`src/rtl/fetch_unit.sv`:
```
// Instruction fetch stage: PC register, next-PC selection and a direct-mapped
// branch target buffer with 2-bit saturating counters trained by execute.
module fetch_unit #(
  parameter logic [31:0] RESET_PC  = 32'h0000_0000,
  parameter int          BTB_IDX_W = 4
) (
  input  logic        CLK,
  input  logic        RST,
  input  logic        Stall_En,
  input  logic        Redirect_En,
  input  logic [31:0] Redirect_PC,
  input  logic        Update_En,
  input  logic [31:0] Update_PC,
  input  logic        Update_Taken,
  input  logic [31:0] Update_Target,
  output logic [31:0] Instr_Addr_F,
  input  logic [31:0] Instr_RD_F,
  output logic [31:0] Instr_F,
  output logic [31:0] PC_F,
  output logic [31:0] PC_Plus_4_F,
  output logic        Predict_Taken_F
);

  localparam int ENTRIES = 1 << BTB_IDX_W;
  localparam int TAG_W   = 32 - BTB_IDX_W - 2;

  logic [31:0]                   pc_q, pc_d;
  logic [ENTRIES-1:0]            valid_q, valid_d;
  logic [ENTRIES-1:0][1:0]       ctr_q, ctr_d;
  logic [ENTRIES-1:0][TAG_W-1:0] tag_q, tag_d;
  logic [ENTRIES-1:0][31:0]      target_q, target_d;

  logic [BTB_IDX_W-1:0] f_idx, u_idx;
  logic [TAG_W-1:0]     f_tag, u_tag;
  logic                 f_hit, u_hit, upd_en, predict_taken;
  logic [31:0]          pc_plus_4;
  logic                 upd_pc_lsb_unused;

  function automatic logic [1:0] ctr_inc(input logic [1:0] c);
    return (c == 2'b11) ? 2'b11 : c + 2'd1;
  endfunction

  function automatic logic [1:0] ctr_dec(input logic [1:0] c);
    return (c == 2'b00) ? 2'b00 : c - 2'd1;
  endfunction

  // Branch PCs are word aligned; the low bits take no part in indexing or tags.
  assign upd_pc_lsb_unused = ^Update_PC[1:0];

  always_comb begin
    f_idx         = pc_q[BTB_IDX_W+1:2];
    f_tag         = pc_q[31:BTB_IDX_W+2];
    f_hit         = valid_q[f_idx] && (tag_q[f_idx] == f_tag);
    predict_taken = f_hit && ctr_q[f_idx][1];
    pc_plus_4     = pc_q + 32'd4;
  end

  always_comb begin
    pc_d = pc_plus_4;
    if (Redirect_En) begin
      pc_d = Redirect_PC;
    end else if (Stall_En) begin
      pc_d = pc_q;
    end else if (predict_taken) begin
      pc_d = target_q[f_idx];
    end
  end

  // Training reads the pre-update table, so a same-cycle lookup sees old contents.
  always_comb begin
    u_idx    = Update_PC[BTB_IDX_W+1:2];
    u_tag    = Update_PC[31:BTB_IDX_W+2];
    u_hit    = valid_q[u_idx] && (tag_q[u_idx] == u_tag);
    upd_en   = Update_En && !RST;
    valid_d  = valid_q;
    ctr_d    = ctr_q;
    tag_d    = tag_q;
    target_d = target_q;
    if (upd_en) begin
      if (u_hit) begin
        if (Update_Taken) begin
          ctr_d[u_idx]    = ctr_inc(ctr_q[u_idx]);
          target_d[u_idx] = Update_Target;
        end else begin
          ctr_d[u_idx] = ctr_dec(ctr_q[u_idx]);
        end
      end else if (Update_Taken) begin
        valid_d[u_idx]  = 1'b1;
        tag_d[u_idx]    = u_tag;
        target_d[u_idx] = Update_Target;
        ctr_d[u_idx]    = 2'b10;
      end
    end
  end

  always_ff @(posedge CLK) begin
    if (RST) begin
      pc_q    <= RESET_PC;
      valid_q <= '0;
      ctr_q   <= {ENTRIES{2'b01}};
    end else begin
      pc_q    <= pc_d;
      valid_q <= valid_d;
      ctr_q   <= ctr_d;
    end
  end

  // Tag and target storage is meaningless while the valid bit is clear.
  always_ff @(posedge CLK) begin
    tag_q    <= tag_d;
    target_q <= target_d;
  end

  assign PC_F            = pc_q;
  assign Instr_Addr_F    = pc_q;
  assign Instr_F         = Instr_RD_F;
  assign PC_Plus_4_F     = pc_plus_4;
  assign Predict_Taken_F = predict_taken;

endmodule

```
`config.mk`:
```
export PLATFORM = sky130hd
export DESIGN_NAME = fetch_unit
export DESIGN_NICKNAME = d
export VERILOG_FILES = /design/src/rtl/fetch_unit.sv
export SDC_FILE = /design/constraint.sdc
export NUM_CORES = 1
export LEC_CHECK = 0
export BUFFER_PORTS_ARGS = -buffer_cell sky130_fd_sc_hd__buf_2
export CAP_MARGIN = 5
export CORE_UTILIZATION = 30
export DETAILED_ROUTE_END_ITERATION = 8
export PLACE_DENSITY = 0.43
export SYNTH_ARGS = -nofsm -noshare
export SYNTH_HDL_FRONTEND = slang
export SYNTH_SLANG_ARGS = --single-unit
```
`constraint.sdc`:
```
create_clock -name CLK -period 4.9 [get_ports CLK]
set_clock_uncertainty 0.15 [all_clocks]
set_input_delay 0.735 -clock CLK [delete_from_list [all_inputs] [get_ports CLK]]
set_output_delay 0.735 -clock CLK [all_outputs]
set_load 0.01 [all_outputs]
```
==> After elaboration in Yosys (flattened, before gate mapping) <==
Cells that the tools add are included.
{ "op_classes": {"n_addsub": 3, "multipliers": 0, "div_mod_pow": 0, "order_cmp": 3, "eq_ne": 4, "n_shift": 0, "muxes": 34, "bitwise": 5, "reduce_logical": 11} }
{ "ops": {"columns": ["op", "n"], "rows": [
  ["512-bit bitwise mux", 1],
  ["416-bit bitwise mux", 1],
  ["32-bit two-way mux", 8],
  ["26-bit binary-select mux with 4-bit select", 2],
  ["32-bit binary-select mux with 4-bit select", 1],
  ["32-bit demux with 4-bit select", 1],
  ["26-bit demux with 4-bit select", 1],
  ["26-bit two-way mux", 3],
  ["32-bit bitwise mux", 2],
  ["26-bit equality test", 2],
  ["32-bit by 3-bit adder with 32-bit output (second input constant)", 1],
  ["16-bit OR", 2],
  ["16-bit AND", 1],
  ["2-bit binary-select mux with 4-bit select", 2],
  ["16-bit NOT", 1],
  ["4-bit by 5-bit less-than comparator with 1-bit output (second input constant)", 2],
  ["2-bit two-way mux", 5],
  ["1-bit binary-select mux with 4-bit select", 2],
  ["2-bit demux with 4-bit select", 1],
  ["1-bit logical AND", 5],
  ["1-bit demux with 4-bit select", 1],
  ["4-bit by 1-bit >= comparator with 1-bit output (second input constant)", 1],
  ["2-bit AND reduction", 2],
  ["1-bit two-way mux", 3],
  ["9 further kinds", 9]
]} }
{ "word_totals": {"ff_bits": 1008, "latch_bits": 0, "mem_bits_rw": 0, "rom_bits": 0, "out_inout_bits": 129, "wordCells": 110, "memories": 0} }

==> Longest topological paths before layout <==
{ "logic_depth": {"ltp_word": 8, "ltp_mapped": 17, "ltp_nobuf": 9} }

==> Least setup slack after synthesis <==
No wires, ideal clock.
{ "synth_path": {"path_kind": "input port to flip-flop", "startpoint": "in Update_PC[5]", "endpoint": "reg tag_q[182] in the netlist's numbering, enable pin", "setup_time_ps": 409, "arrival_time_ps": 4691, "path_slack_ps": -350, "stages": 14, "path_buffers": 6, "path_cell_list": "clkbuf_1 > buf_2 > buf_1 > clkbuf_1 > mux4_2 > a221oi_1 > xnor2_1 > nor4_1 > nand3_1 > nor2_1 > or2_0 > clkbuf_1 > buf_2 > nor2_1"} }
{ "synth_via": {"elab_chain_len": 6, "word_cells_on_any_way": 8, "cone_classes": "eq/ne: 1; mux: 4; bitwise: 1; reduce/logical: 2"} }
{ "synth_rtl": {"columns": ["item", "line_no", "rtl"], "rows": [
  ["start, declared", "13", "input logic [31:0] Update_PC,"],
  ["26-bit binary-select mux with 4-bit select", "73", "u_hit = valid_q[u_idx] && (tag_q[u_idx] == u_tag);"],
  ["26-bit two-way mux (not written as such)", "73", null],
  ["26-bit equality test", "73", null],
  ["1-bit logical AND (*)", "73", null],
  ["1-bit NOT (no source line) (*)", null, null],
  ["3-bit AND reduction (no source line) (*)", null, null],
  ["end signal, assigned", "110", "tag_q <= tag_d;"],
  ["end, declared", "30", "logic [ENTRIES-1:0][TAG_W-1:0] tag_q, tag_d;"]
]} }
Every way passes the cells marked *; elsewhere a longest branch is shown, timed or not. The select of a mux whose other input is x is not followed.
A chain may end at the register's enable or synchronous reset.

==> Worst setup path in the final report <==
{ "layout_path": {"startpoint": "reg pc_q[2] (netlist: Instr_Addr_F[2])", "endpoint": "out Predict_Taken_F"} }
{ "layout_via": {"elab_chain_len": 5, "word_cells_on_any_way": 9, "cone_classes": "eq/ne: 1; mux: 6; reduce/logical: 2"} }
{ "layout_rtl": {"columns": ["item", "line_no", "rtl"], "rows": [
  ["start, declared", "27", "logic [31:0] pc_q, pc_d;"],
  ["start signal, assigned", "102", "pc_q <= pc_d;"],
  ["26-bit binary-select mux with 4-bit select", "53", "f_hit = valid_q[f_idx] && (tag_q[f_idx] == f_tag);"],
  ["26-bit two-way mux (not written as such)", "53", null],
  ["26-bit equality test", "53", null],
  ["1-bit logical AND", "53", null],
  ["1-bit logical AND (*)", "54", "predict_taken = f_hit && ctr_q[f_idx][1];"],
  ["end, declared", "21", "output logic Predict_Taken_F"]
]} }
Marked as above.

==> impl_metrics.prom <==
# TYPE chip_impl_metric gauge
chip_impl_metric{name="post-route-drc-count",unit=""} 0
chip_impl_metric{name="design.portCount",unit=""} 263
chip_impl_info{name="setup.worst_path.end",value="Predict_Taken_F"} 1
chip_impl_metric{name="netlist.area_leader.share",unit="%"} 61.8
chip_impl_metric{name="ys_ff_latch",unit=""} 1008
chip_impl_metric{name="power",unit="mW"} 20.3
chip_impl_metric{name="cts.reportedPaths.clkPinSlew",unit="ns"} 0.07
chip_impl_info{name="timing.setup.critical_path_class",value="flip-flop to primary output"} 1
chip_impl_metric{name="cts_buffer_depth",unit=""} 3
chip_impl_metric{name="gr-usage-met3",unit="%"} 5.11
chip_impl_metric{name="synthesis.area",unit="um2"} 45100
chip_impl_metric{name="path_max_fanout",unit=""} 7
chip_impl_info{name="grt_setup_unrepaired",value="yes"} 1
chip_impl_info{name="start_kind",value="flip-flop"} 1
chip_impl_metric{name="syn-mean-instance-area",unit="um2"} 18.1
chip_impl_metric{name="worstRegToRegCells",unit=""} 14
chip_impl_info{name="setup.worst_path.start",value="Instr_Addr_F[2]"} 1
chip_impl_metric{name="core.rowCount",unit=""} 141
chip_impl_metric{name="floorplan.core_area",unit="um2"} 149000
chip_impl_info{name="synth_area_leaders",value="edfxtp_1 62%, mux4_2 19%, dfxtp_1 3.6%"} 1
chip_impl_metric{name="timing.final.max_slew_violations",unit=""} 0
chip_impl_metric{name="final_period_minus_worst_setup_slack",unit="ns"} 4.85
chip_impl_info{name="status",value="complete, no violations"} 1
chip_impl_metric{name="rrSetupSlack",unit="ns"} 0.20
chip_impl_metric{name="relSlewSlack",unit="%"} 20.8
chip_impl_metric{name="pwr_density_cell",unit="nW/um2"} 373
chip_impl_metric{name="die_area",unit="um2"} 152000
chip_impl_metric{name="required_time_of_the_critical_path",unit="ns"} 4.01
chip_impl_info{name="grt_busiest_layer",value="met2"} 1
chip_impl_info{name="cts_root_buf",value="clkbuf_16"} 1
chip_impl_metric{name="gpl.final_weighted_congestion",unit=""} 0.864
chip_impl_metric{name="detail_route.first_pass.iterations",unit=""} 5
chip_impl_metric{name="vertical_extent_of_the_die",unit="um"} 390
chip_impl_metric{name="grtUsageMet1",unit="%"} 28.7
chip_impl_metric{name="leakagePower",unit="nW"} 17.9
chip_impl_metric{name="final_net_count",unit=""} 2975
chip_impl_metric{name="worst_ep_arrival_time",unit="ns"} 3.97
chip_impl_metric{name="ir_worst_vdd",unit="V"} 0.000277
chip_impl_info{name="worst_r2r_startpoint",value="Instr_Addr_F[2]"} 1
chip_impl_metric{name="setup-violations-final",unit=""} 0
chip_impl_metric{name="drtIter0Drc",unit=""} 2867
chip_impl_info{name="hold_path.class",value="input pin to flip-flop"} 1
chip_impl_metric{name="max_cap_violations",unit=""} 0
chip_impl_metric{name="grt_pass1_wl",unit="um"} 218000
chip_impl_metric{name="vias_in_the_first_global_route",unit=""} 27600
chip_impl_metric{name="synth_warnings",unit=""} 0
chip_impl_info{name="reg2reg_end",value="Instr_Addr_F[23]"} 1
chip_impl_metric{name="number_of_failing_hold_endpoints_at_the_final_stage",unit=""} 0
chip_impl_metric{name="nFillCells",unit=""} 13900
chip_impl_info{name="timing.critical_path.to_type",value="primary output"} 1
chip_impl_metric{name="layout_worst_path_cycle_share",unit="%"} 99.0
chip_impl_info{name="synth.largest_area_cell",value="edfxtp_1"} 1
chip_impl_metric{name="grt_max_degree",unit=""} 76
chip_impl_metric{name="asyncSetResetFlopFracSynth",unit="%"} 0
chip_impl_metric{name="cts.sink_count",unit=""} 1008
chip_impl_info{name="dominantRegCellSynth",value="edfxtp_1"} 1
chip_impl_metric{name="vias_per_cell",unit=""} 5.47
chip_impl_metric{name="synthesis.instances",unit=""} 2490
chip_impl_metric{name="cts-htree-levels",unit=""} 3
chip_impl_metric{name="route.vias.total",unit=""} 27000
chip_impl_metric{name="regArea",unit="um2"} 29500
chip_impl_info{name="synth_top_cells_by_count",value="928 x edfxtp_1, 382 x mux4_2, 94 x nor2_1"} 1
chip_impl_info{name="synth.most_common_cell",value="edfxtp_1"} 1
chip_impl_metric{name="fin_hold_ws",unit="ns"} 0.0832
chip_impl_metric{name="gr-total-overflow",unit=""} 0
chip_impl_metric{name="dp_hpwl",unit="um"} 103000
chip_impl_metric{name="multiInputGateArea",unit="um2"} 14400
chip_impl_metric{name="cts_inserted_buffers",unit=""} 114
chip_impl_metric{name="floorplan.die.width",unit="um"} 390
chip_impl_metric{name="area_growth_syn_to_layout",unit="%"} 20.7
chip_impl_metric{name="synth_enable_flop_cells",unit=""} 928
chip_impl_metric{name="start_util",unit="%"} 30.4
chip_impl_metric{name="drive_above_1_share",unit="%"} 37.4
chip_impl_info{name="tritoncts",value="done"} 1
chip_impl_metric{name="grt_util_met2",unit="%"} 31.7
chip_impl_metric{name="grt_use_total",unit="%"} 20.5
chip_impl_metric{name="mapped_nets",unit=""} 2625
chip_impl_metric{name="routed_wl",unit="um"} 156000
chip_impl_metric{name="antenna_found_initial",unit=""} 19
chip_impl_metric{name="clk-insertion-delay-late",unit="ns"} 0.73
chip_impl_metric{name="clock.fmax",unit="MHz"} 206
chip_impl_metric{name="post_drt_wl_per_cell",unit="um"} 31.7
chip_impl_metric{name="drtAntennaViolNets",unit=""} 0
chip_impl_metric{name="io_buffer_count",unit=""} 196
chip_impl_metric{name="ys_seq_area_share",unit="%"} 65.3
chip_impl_metric{name="worst-slew-pin-transition",unit="ns"} 1.18
chip_impl_metric{name="synth_cell_types",unit=""} 76
==> state kept, by name, indices dropped and copies added (netlist names) <==
name          flops
Instr_Addr_F     32
ctr_q            32
tag_q           416
target_q        512
valid_q          16
==> cells by family (layout without fill, tap and decap cells) <==
family	count (synthesis)	after routing	synth area share, %
flops	1008	1008	65.3
mux	443	443	20.7
simple gates	408	408	4.54
buf+inv	300	745	3.56
compound gates	263	263	4.60
xor+xnor	65	65	1.26
fa+ha+maj	3	3	0.0721
other cells	0	5	0
==> worst max-delay path: stages, from the launching register on <==
cell and delay, ns:
dfxtp_4 0.38, buf_12 0.15, buf_12 0.16, mux4_2 0.54, mux4_2 0.67, xnor2_2 0.21, buf_6 0.15, nand2_4 0.05
nor4_4 0.28, and4_4 0.31, and2_4 0.19, buf_6 0.10
==> power breakdown <==
part	internal, mW	total (mW)	switching, mW
Combinational	0.874	2.08	1.20
Sequential	9.46	9.56	0.0978
Clock	5.08	8.67	3.60
Total	15.4	20.3	4.90
==> layout by cell type, fill, tap and decap left out, types with 7 or more instances in the layout <==
| cell | n |
|---|---|
| or3_1 | 19 |
| nor3_1 | 24 |
| o2bb2ai_1 | 18 |
| inv_1 | 56 |
| o21ai_0 | 40 |
| dfxtp_1 | 76 |
| buf_4 | 197 |
| o211ai_2 | 14 |
| dlygate4sd3_1 | 12 |
| nor2b_1 | 14 |
| a21oi_1 | 9 |
| mux2i_1 | 49 |
| a31oi_1 | 8 |
| nor2_4 | 32 |
| clkinv_2 | 18 |
| and3_1 | 9 |
| clkbuf_1 | 26 |
| edfxtp_1 | 928 |
| o21ai_1 | 12 |
| mux4_2 | 382 |
| o221ai_1 | 7 |
| o31ai_1 | 8 |
| nand2b_1 | 11 |
| buf_12 | 65 |
| xnor2_1 | 42 |
| clkinv_1 | 26 |
| clkbuf_16 | 114 |
| a22oi_1 | 16 |
| xor2_1 | 20 |
| buf_2 | 192 |
| o31a_1 | 18 |
| nand3_1 | 54 |
| nor2_1 | 59 |
| bufinv_16 | 15 |
| nand2_1 | 91 |
| a221oi_1 | 22 |
| nor4_1 | 8 |
| a22o_1 | 20 |
| nand4_1 | 47 |
| o211ai_1 | 10 |
==> metrics by stage <==
step / setup slack (ns) / setup TNS [ns] / cell area (um2) / utilization, % / std cells
after floorplan: -0.350 / -145.53 / 45100 / - / 2490
final: 0.0466 / 0 / 54500 / 36.7 / 4942
after global placement: 0.0175 / 0 / 50100 / 33.7 / 4695
after global routing: -0.0796 / -0.0796 / 54400 / 36.6 / 4937
after detailed placement: -0.00551 / -0.0565 / 50100 / 33.7 / 4695
after CTS: 0.00787 / 0 / 54400 / 36.6 / 4937
==> how the worst min path moves through the flow <==
stage	startpoint	to	slack (ns)	cells after the start
finish	Redirect_PC[19]	Instr_Addr_F[19]	0.08	3
global route	Redirect_PC[6]	Instr_Addr_F[6]	0.06	3
CTS	Redirect_PC[19]	Instr_Addr_F[19]	0.01	3
detailed placement	valid_q[14]	valid_q[14]	0.33	1
global placement	valid_q[9]	valid_q[9]	0.32	1
floorplan	valid_q[1]	valid_q[1]	0.29	1
==> what timing repair did <==
item / CTS / global route
endpoints found under the hold margin: 12 / 0
resized for setup: 32 / 11
cloned: 1 / 0
endpoints found under the setup margin: 3 / 3
buffers inserted: 18 / 0
pin swaps: 7 / 6
hold buffers: 12 / 0
==> routing by layer <==
layer | routed length [um] | part of all wire, %
met5 | 155 | 0.099
met4 | 3740 | 2.4
met3 | 13200 | 8.4
met2 | 71500 | 46
met1 | 67900 | 43
==> area by class of cell <==
class / count / share of cell area [%]
Sequential cell: 1008 / 54.1
Timing Repair Buffer: 474 / 7.33
Inverter: 60 / 0.423
Clock inverter: 71 / 1.53
Tap cell: 2002 / 4.60
Clock buffer: 140 / 5.42
Antenna cell: 5 / 0.0230
Multi-Input combinational cell: 1182 / 26.5
Power figures use the tool's default switching activity.
